<file path="src/rtl/uart_pkg.sv">
// Shared UART types and constants for the transmitter and receiver.
// State PARITY is only reachable when UART_TX_PARITY_EN is defined.
package uart_pkg;

    typedef enum logic [2:0] {
        IDLE,
        POP,
        LOAD,
        START,
        DATA,
        STOP,
        PARITY
    } uart_tx_state_t;

    localparam logic UartIdleLevel       = 1'b1;
    localparam int   UartDefaultDataSize = 8;

endpackage

</file>
<file path="src/rtl/uart_baud_gen.sv">
// Baud counter: counts 0..div and pulses tick on the wrap cycle.
// Held at zero while clear is high so a bit period starts cleanly.
module uart_baud_gen
    import uart_pkg::*;
#(
    parameter int DIV_WIDTH = 16
) (
    input  logic                 clock,
    input  logic                 reset,
    input  logic                 clear,
    input  logic [DIV_WIDTH-1:0] div,
    output logic                 tick
);

    logic [DIV_WIDTH-1:0] cnt_q;
    logic [DIV_WIDTH-1:0] cnt_d;
    logic                 wrap;

    assign wrap = (cnt_q == div);
    assign tick = ~clear & wrap;

    always_comb begin
        cnt_d = cnt_q + 1'b1;
        if (clear || wrap) begin
            cnt_d = '0;
        end
    end

    always_ff @(posedge clock or posedge reset) begin
        if (reset) begin
            cnt_q <= '0;
        end else begin
            cnt_q <= cnt_d;
        end
    end

endmodule

</file>
<file path="src/rtl/uart_tx.sv">
// UART transmitter: pops the TX FIFO and sends 8N1/8N2 frames LSB first.
// Define UART_TX_PARITY_EN to add the parity_odd port and a parity bit.
module uart_tx
    import uart_pkg::*;
#(
    parameter int DATA_SIZE = UartDefaultDataSize,
    parameter int DIV_WIDTH = 16
) (
    input  logic                 clock,
    input  logic                 reset,
    input  logic                 txen,
    input  logic                 nstop,
    input  logic [DIV_WIDTH-1:0] div,
    input  logic                 fifo_empty,
    input  logic [DATA_SIZE-1:0] fifo_rd_data,
`ifdef UART_TX_PARITY_EN
    input  logic                 parity_odd,
`endif
    output logic                 fifo_rd_en,
    output logic                 txd,
    output logic                 busy
);

    localparam int BitW = (DATA_SIZE > 1) ? $clog2(DATA_SIZE) : 1;
    localparam logic [BitW-1:0] LastBit = BitW'(DATA_SIZE - 1);

    uart_tx_state_t       state_q, state_d;
    logic [DATA_SIZE-1:0] shift_q, shift_d;
    logic [DIV_WIDTH-1:0] div_q, div_d;
    logic                 nstop_q, nstop_d;
    logic [BitW-1:0]      bit_q, bit_d;
`ifdef UART_TX_PARITY_EN
    logic                 par_q, par_d;
`endif
    logic                 tick;
    logic                 clear;

    // Counter is parked outside the bit-timed states so START begins at zero.
    assign clear = (state_q == IDLE) || (state_q == POP) || (state_q == LOAD);

    uart_baud_gen #(
        .DIV_WIDTH(DIV_WIDTH)
    ) u_baud (
        .clock(clock),
        .reset(reset),
        .clear(clear),
        .div  (div_q),
        .tick (tick)
    );

    always_comb begin
        state_d = state_q;
        shift_d = shift_q;
        div_d   = div_q;
        nstop_d = nstop_q;
        bit_d   = bit_q;
`ifdef UART_TX_PARITY_EN
        par_d   = par_q;
`endif
        unique case (state_q)
            IDLE: begin
                if (txen && !fifo_empty) begin
                    state_d = POP;
                end
            end
            POP: begin
                state_d = LOAD;
            end
            LOAD: begin
                shift_d = fifo_rd_data;
                div_d   = div;
                nstop_d = nstop;
`ifdef UART_TX_PARITY_EN
                par_d   = ^fifo_rd_data ^ parity_odd;
`endif
                bit_d   = '0;
                state_d = START;
            end
            START: begin
                if (tick) begin
                    state_d = DATA;
                end
            end
            DATA: begin
                if (tick) begin
                    shift_d = shift_q >> 1;
                    if (bit_q == LastBit) begin
                        bit_d = '0;
`ifdef UART_TX_PARITY_EN
                        state_d = PARITY;
`else
                        state_d = STOP;
`endif
                    end else begin
                        bit_d = bit_q + 1'b1;
                    end
                end
            end
`ifdef UART_TX_PARITY_EN
            PARITY: begin
                if (tick) begin
                    state_d = STOP;
                end
            end
`endif
            STOP: begin
                if (tick) begin
                    if (nstop_q && (bit_q == '0)) begin
                        bit_d = BitW'(1);
                    end else begin
                        bit_d = '0;
                        if (txen && !fifo_empty) begin
                            state_d = POP;
                        end else begin
                            state_d = IDLE;
                        end
                    end
                end
            end
            default: begin
                state_d = IDLE;
            end
        endcase
    end

    always_ff @(posedge clock or posedge reset) begin
        if (reset) begin
            state_q <= IDLE;
            shift_q <= '0;
            div_q   <= '0;
            nstop_q <= 1'b0;
            bit_q   <= '0;
`ifdef UART_TX_PARITY_EN
            par_q   <= 1'b0;
`endif
        end else begin
            state_q <= state_d;
            shift_q <= shift_d;
            div_q   <= div_d;
            nstop_q <= nstop_d;
            bit_q   <= bit_d;
`ifdef UART_TX_PARITY_EN
            par_q   <= par_d;
`endif
        end
    end

    always_comb begin
        txd = UartIdleLevel;
        if (state_q == START) begin
            txd = ~UartIdleLevel;
        end else if (state_q == DATA) begin
            txd = shift_q[0];
        end
`ifdef UART_TX_PARITY_EN
        else if (state_q == PARITY) begin
            txd = par_q;
        end
`endif
    end

    assign fifo_rd_en = (state_q == POP);
    assign busy       = (state_q != IDLE);

endmodule

</file>
<file path="config.mk">
export PLATFORM = sky130hd
export DESIGN_NAME = uart_tx
export DESIGN_NICKNAME = d
export VERILOG_FILES = /design/src/rtl/uart_pkg.sv /design/src/rtl/uart_baud_gen.sv /design/src/rtl/uart_tx.sv
export SDC_FILE = /design/constraint.sdc
export NUM_CORES = 1
export LEC_CHECK = 0
export CAP_MARGIN = 20
export CORE_MARGIN = 10
export CORE_UTILIZATION = 50
export CTS_CLUSTER_DIAMETER = 120
export DETAILED_ROUTE_END_ITERATION = 6
export PLACE_DENSITY = 0.83
export RECOVER_POWER = 100
export SYNTH_ARGS = -nofsm -noshare
export SYNTH_HDL_FRONTEND = slang
export SYNTH_SLANG_ARGS = --single-unit
</file>
<file path="constraint.sdc">
create_clock -name clock -period 1.45 [get_ports clock]
set_input_delay 0.3625 -clock clock [delete_from_list [all_inputs] [get_ports clock]]
set_output_delay 0.3625 -clock clock [all_outputs]
set_load 0.05 [all_outputs]
</file>
==> results of run 1 <==
worst paths after layout:
path / slack (ps) / cells past startpoint / to
min in group asynchronous: 740 / 3 / div_q[4]
min reg2reg: 510 / 1 / nstop_q
min: 510 / 1 / nstop_q
max reg2reg: -250 / 7 / u_baud.cnt_q[8]
max: -250 / 3 / txd
max in group asynchronous: 250 / 3 / state_q[0]
power by group through the flow:
stage | logic [W] | clock network, W | registers, W
floorplan | 0.00139 | 0 | 0.00208
global placement | 0.00205 | 0 | 0.00212
detailed placement | 0.00214 | 0 | 0.00215
CTS | 0.00226 | 0.00103 | 0.00212
global route | 0.00260 | 0.00109 | 0.00219
finish | 0.00238 | 0.00102 | 0.00214
synthesized netlist by cell type, drive strengths merged:
master	number	area share (%)
or2	1	0.25
nand3	11	2.2
a31oi	1	0.25
nor2	24	3.7
nand4	6	1.5
o21bai	1	0.45
inv	14	2.1
o21ai	10	2.0
mux2	17	7.7
nor4	1	0.51
a311oi	1	0.61
or3	1	0.25
a22oi	7	2.1
a211oi	1	0.30
nor3	5	1.2
clkbuf	5	0.76
a31o	2	0.71
nand2	24	3.6
nand2b	2	0.51
o311ai	7	2.5
mux2i	3	1.2
and3	1	0.25
and2	2	0.51
xor2	7	2.5
ha	4	2.0
buf	6	1.7
a21oi	1	0.20
a32o	1	0.40
a2bb2oi	1	0.35
and4	2	0.71
nand3b	2	1.1
dfrtp	47	48
xnor2	23	8.1
cell type report:
class / instances / area, um2 / area share (%)
Tap cell: 67 / 83.8 / 2.38
Inverter: 14 / 60.1 / 1.71
Multi-Input combinational cell: 169 / 1310 / 37.1
Sequential cell: 47 / 1180 / 33.5
Clock inverter: 2 / 35.0 / 0.995
Timing Repair Buffer: 82 / 772 / 21.9
Clock buffer: 6 / 82.6 / 2.35
layer usage:
metal / part of all wire (%) / global-route usage (%) / routed length (um)
met3: 2.5 / 2.66 / 157
met5: 0 / 0 / 0
met1: 42 / 16.6 / 2590
met2: 54 / 26.6 / 3330
met4: 1.6 / 5.31 / 96
cell usage in the layout, fill, tap and decap left out, drive strengths merged, types with 8 or more instances in the layout:
master / count
nand2: 24
buf: 52
nand3: 11
inv: 12
clkbuf: 8
xnor2: 23
mux2: 17
o21ai: 10
dfrtp: 47
nor2: 24
clkdlybuf4s50: 27
critical path, cell delays in order, from the launching register on:
cell        delay (ps)
dfrtp_2            480
clkinvlp_4         210
a21oi_4            180
buf_12             150
logic make-up (layout without fill, tap and decap cells):
group / Yosys count / after routing
adders and majority gates: 4 / 4
muxes: 20 / 20
xor gates and xnor gates: 30 / 30
AOI/OAI and AO/OA: 33 / 33
buffers and inverters: 25 / 104
DFF: 47 / 47
and+or+nand+nor: 82 / 82
registers in the layout, indices dropped and copies added (netlist names):
signal and count:
u_baud.cnt_q 16, nstop_q 1, shift_q 8, bit_q 3
div_q 16, state_q 3
per-stage QoR:
step                instances  hold WS, ps
floorplan                 241          386
global placement          370          492
detailed placement        370          498
CTS                       382          462
global route              387          550
finish                    387          512
timing repair:
item,CTS,global route
buffers inserted,4,5
gates resized for setup,26,15
pin swaps,10,6
setup endpoints to repair,33,50
==> results.txt, run 1 <==
- Area growth from synthesis to layout: 42.2%
- Type of the setup path with the least slack: reg -> out
* Total number of H-tree levels: 2
- Sequential Power Share: 38.7%
* Internal power summed over all cells: 0.00369 W
- In this run the most critical hold path is launched from nstop_q.
* Routability congestion estimate from global placement: a little over 0.8
* Post-DRT Antenna Nets: 0
- The routed layout has 2030 vias.
- TritonCTS created 5 clock buffers.
* Setup slack after placement: -318 ps
- After the first detailed-routing iteration, the DRC count stood at between 100 and 150.
* Wire length of the first global-routing pass: roughly 10 mm
- Synth Area per Inst: about 10 um2
- 0 antenna diodes ended up in the layout.
- Num Clock Sinks: 47
- Number of placement rows: 25
- The startpoint identified for the worst register-to-register timing path is u_baud.cnt_q[4].
- Share of power burned in combinational logic: a little over two fifths
- Setup repair after global routing could not meet its margin everywhere.
- Area of the core: 4750 um2
- The count of final max-slew check failures is 0.
- Portion of the post-synthesis area used by sequential elements: a little under half
- In this run the worst hold path is classified as reg -> reg.
* Portion of netlist area occupied by mux cells: under 10%
* Drt drc: 0
* Share of layout cells above drive strength 1: a little over a third
- Pin placement for this block handled 32 I/O pins.
- Fraction of synthesized cell area in xor and xnor cells: 10.6%
* Area share of and/or/nand/nor cells after synthesis: about 16%
* Final critical-path setup slack: -247 ps
- TritonCTS built the clock tree.
- Endpoint class of the critical path: primary output
- Dividing the detail-routed via count by the number of cells gives roughly 5.2.
- Slew at the pin closest to its max-slew limit: 641 ps
* Total Wirelength: approximately 6 mm
- Placed Area: 3220 um2
* Hpwl dp: 4.14 mm
- Util after Layout: around three quarters
* Number of antenna violations at the first check in global routing: 0
- The worst pin sits at a relative slew slack of ~57%.
* Number of buffers inserted for hold repair after clock tree synthesis: 0
* Chip Width: around 90 um
- Count of input and output buffers: 31
- Net switching is between 30% and 40% of the power.
- The initial utilization of the core area, before any placement, comes to 52.1%.
- Count of synthesis-stage warnings from yosys: 0
- Final critical path time including I/O delays and setup: approximately 1700 ps
* Dominant combinational cell family by area after synthesis: simple AND/OR/NAND/NOR gates
- Post-synthesis cell count: ~240
- Dividing total power by cell area gives a power density of roughly 1600 nW/um2.
- Total Power Consumption: around 0.0055 W
- STA classifies the critical path startpoint as a register.
- Buffers from clock root to sink, at most: 2
- The die covers between 8000 and 9000 um2.
* Routed length per instance: between 15 and 20 um
* Leakage Power: about 1.5 nW
* Crit path DAT: between 1000 and 1500 ps
* Post-layout nets: between 300 and 400
- In this run the worst path has a maximum fanout of 6.
- Clock-pin slew was measured on the worst setup and hold paths at approximately 100 ps.
* Total overflow reported by the global router: 0
- Clock Skew: 14.7 ps
* Share of the cycle needed by the critical path after routing: 117%
* Worst-skew pair later-pin latency: 310 ps
- For the final routed database, the setup TNS stands at -7250 ps.
- The synthesized netlist occupies a cell area of 2470 um2.
- After filler insertion, the fill cell instance count of the layout stands at 320.
* Final-report setup violation count: 42
* Total GRT Usage: between 10 and 15%
- Vertical extent of the die: roughly 90 um
- Synthesis inferred 47 register bits.
- Maximum number of pins on one net before global-route repair: 48
- The synthesized netlist devotes under 10% of its cell area to compound gates.
- The via count of the first global-routing pass came to ~2200.
- Critical path data required time: about 1100 ps
* Clock root buffer: clkbuf_8
- In this run the worst setup path begins at state_q[2].
* Peak supply drop: about 0.91 mV
* Final design instance area without fill: around 3500 um2
- The first detailed-routing pass took 4 iterations.
- The clock network burns between 15 and 20% of the power.
* Run status: finished, violations left
- Summed over all nets, the switching power comes to 0.00186 W.
* Final count of hold timing violations: 0
* Violations in the final reports: negative setup slack
- The synthesized netlist devotes under 10% of its cell area to adder and majority cells.
- In this run, distinct cell masters in the synthesized netlist total 40.
* Achievable frequency: 0.589 GHz
- Max-cap violations in this run came to 0.
- Post-Synthesis Net Count: roughly 270
(Power assumes the default switching activity.)
==> run 2, diff against run 1 <==
--- a/config.mk
+++ b/config.mk
@@ -15,3 +15,4 @@
 export SYNTH_ARGS = -nofsm -noshare
 export SYNTH_HDL_FRONTEND = slang
 export SYNTH_SLANG_ARGS = --single-unit
+export TNS_END_PERCENT = 10
==> run 2 against run 1 <==
Net effect: the run still ends with negative setup slack left; combinational power about the same; hold slack better by 10 ps; sequential power about the same; critical path depth up 3; sequential share of layout area up 0.24 points; register-to-register slack worse by 70 ps; first-iteration DRC count down 14%; setup slack worse by 69 ps; maximum frequency down 3.9%; via count up 1.4%; clock power down 9%; critical endpoint is now shift_q[7]; highest routed layer unchanged.
==> results.txt, run 2 (same netlist as run 1, synthesis figures left out) <==
- The path with the worst hold slack has its endpoint at nstop_q.
- The critical path is of the reg -> reg type.
- Setup slack on the worst flop-to-flop path: -320 ps
- Final count of hold timing violations: 0
- Post-DRT Antenna Nets: 0
* Achievable frequency: 0.566 GHz
- Worst rel slew slack: between 50% and 60%
* Num Clock Sinks: 47
* Cell-by-cell trace of the critical path: xnor2_1, nand4_1, nor4_4, buf_6, nand3b_4, a31o_1
* Drt drc: 0
- The final reports fail on negative setup slack.
- Before antenna repair, the detailed router went through 4 iterations.
- The via count of the first global-routing pass is 2100.
- Startpoint class of the critical path: register
* Area of the core: 4750 um2
* Maximum number of pins on one net before global-route repair: 48
- Setup repair after global routing could not meet its margin everywhere.
* Final-report setup violation count: 33
* TritonCTS buffer count: 5
* Final critical-path setup slack: -316 ps
- Of the available clock period, the critical path in the final layout requires 122%.
- Number of placed instances with taps included: 370
- In this run the deepest clock path goes through 2 buffers.
- Most frequent standard cell in the layout excluding fill and tap cells: dfrtp_1
- The library cells used most frequently in the layout, excluding fill and tap cells, are 45 x dfrtp_1, 41 x buf_4, 27 x clkdlybuf4s50_1.
- For this design the top-level I/O count stands at 32.
- Endpoint of the most critical register-to-register path: shift_q[7]
* Slew at the pin closest to its max-slew limit: ~630 ps
- The H-tree was split into 2 levels.
- Slowest-stage cell, CP: dfrtp_1
- Total Wirelength: around 6.2 mm
* Worst Hold Path Cells: 1
- For the final database, setup skew stands at 10.2 ps.
* Max_cap viols: 0
* Final critical path time including I/O delays and setup: approximately 1800 ps
* Antenna diode count: 0
* Detailed-route vias per instance: ~5.3
- Highest net fanout along the worst path: 5
- Hpwl dp: around 4.4 mm
- The path class of the tightest hold or removal check is reg -> reg.
- Worst-skew pair later-pin latency: approximately 300 ps
* Launching point of the worst reg2reg path: div_q[3]
- Leakage Power: around 1.5 nW
- Data on the critical path is required at its endpoint by approximately 1700 ps.
- Clock root buffer: clkbuf_8
- Full die area: ~8200 um2
* Met3 Track Usage GR: approximately 3.7%
* CTS clock-pin slew for the worst setup and hold paths: 90 ps
* Startpoint of the worst hold path: nstop_q
* Number of antenna violations at the first check in global routing: 0
- For the worst setup path, the data arrival time is 1970 ps.
- Met2 Usage GRT: about a quarter
- For met1 alone, demand over resource in global routing was 16.9%.
* Peak supply drop: between 0.9 and 1 mV
* Area growth from synthesis to layout: 41.1%
* Chip Width: 90.4 um
- Starting Density: between 50% and 60%
* CTS tree: built
* Post-layout nets: between 300 and 400
* Number of placement rows: 25
* Final standard cell count with taps included and fillers excluded: 386
- First-iteration detailed-routing DRC count: 100
* Final total negative setup slack: -8650 ps
- Measured in cells, the most critical reg-to-reg path has a length of 6.
* Run status: finished, violations left
- The first global-routing pass estimated just under 10 mm of wire.
* Pins over their slew limit: 0
- Endpoint class of the critical path: register
- Vias post-DR: about 2000
* Share of layout cells above drive strength 1: about a third
- Power spread over the standard cell area amounts to around 1600 nW/um2.
- Total overflow reported by the global router: 0
- Routability congestion estimate from global placement: roughly 0.85
- met2 is the most crowded layer.
- For this run, the total global-route usage over all layers was measured as 14.7%.
- Vertical extent of the die: 90.4 um
* CP max stage delay: about 400 ps
- Count of input and output buffers: 31
- The largest registers in the layout are div_q (16), u_baud.cnt_q (16), shift_q (8).
* Routed length per instance: around 16 um
* Number of buffers inserted for hold repair after clock tree synthesis: 0
[run 2: worst max-delay path, delay by kind of cell, from the launching register on]
| family | cells | cell delay, ps |
|---|---|---|
| buf+inv | 1 | 180 |
| xor+xnor | 1 | 210 |
| simple gates | 3 | 680 |
| flops | 1 | 400 |
| compound gates | 1 | 190 |
[run 2: cell type report]
cell class              count  area [um2]
clock buffers               6        72.6
clock inverters             1        30.0
fillers                   324        1260
inverters                  14        56.3
multi-input cells         169        1290
flip-flops and latches     47        1180
well taps                  67        83.8
repair buffers             82         774
[run 2: report_power, final]
group          total, W  internal [W]  switching (W)  leakage [nW]
sequential      0.00215       0.00177       0.000377         0.583
clock          0.000930      0.000506       0.000424        0.0513
combinational   0.00235       0.00132        0.00103         0.904
total           0.00543       0.00360        0.00183          1.54
[run 2: timing repair]
item                       4_1_cts  5_1_grt
pin swaps                        4        6
buffers inserted                 3        5
gates cloned                     1        0
setup endpoints to repair       33       50
resized for setup               20       16
[run 2: worst max-delay path by stage]
stage	from	depth (start not counted)	endpoint
5_1_grt	div_q[3]	7	shift_q[1]
3_3_place_gp	div_q[8]	6	state_q[2]
3_5_place_dp	div_q[15]	7	shift_q[3]
2_1_floorplan	u_baud.cnt_q[6]	6	state_q[2]
6_report	div_q[3]	6	shift_q[7]
4_1_cts	div_q[7]	6	shift_q[7]
[run 2: layer usage]
| metal | wire length, um | up-vias |
|---|---|---|
| met3 | 224 | 10 |
| met1 | 2490 | 1013 |
| met4 | 110 | 0 |
| li1 | - | 982 |
| met2 | 3400 | 53 |
| met5 | 0 | - |
[run 2: through the flow]
stage	area (um2)	worst slack, ps	hold WS [ps]	total power, W	utilization [%]
6_report	3490	-316	523	0.00543	73.4
5_1_grt	3490	-421	548	0.00576	73.4
4_1_cts	3390	-281	430	0.00529	71.3
3_5_place_dp	3210	-275	506	0.00426	67.4
3_3_place_gp	3210	-171	493	0.00414	67.4
2_1_floorplan	2490	-97.3	480	0.00346	-
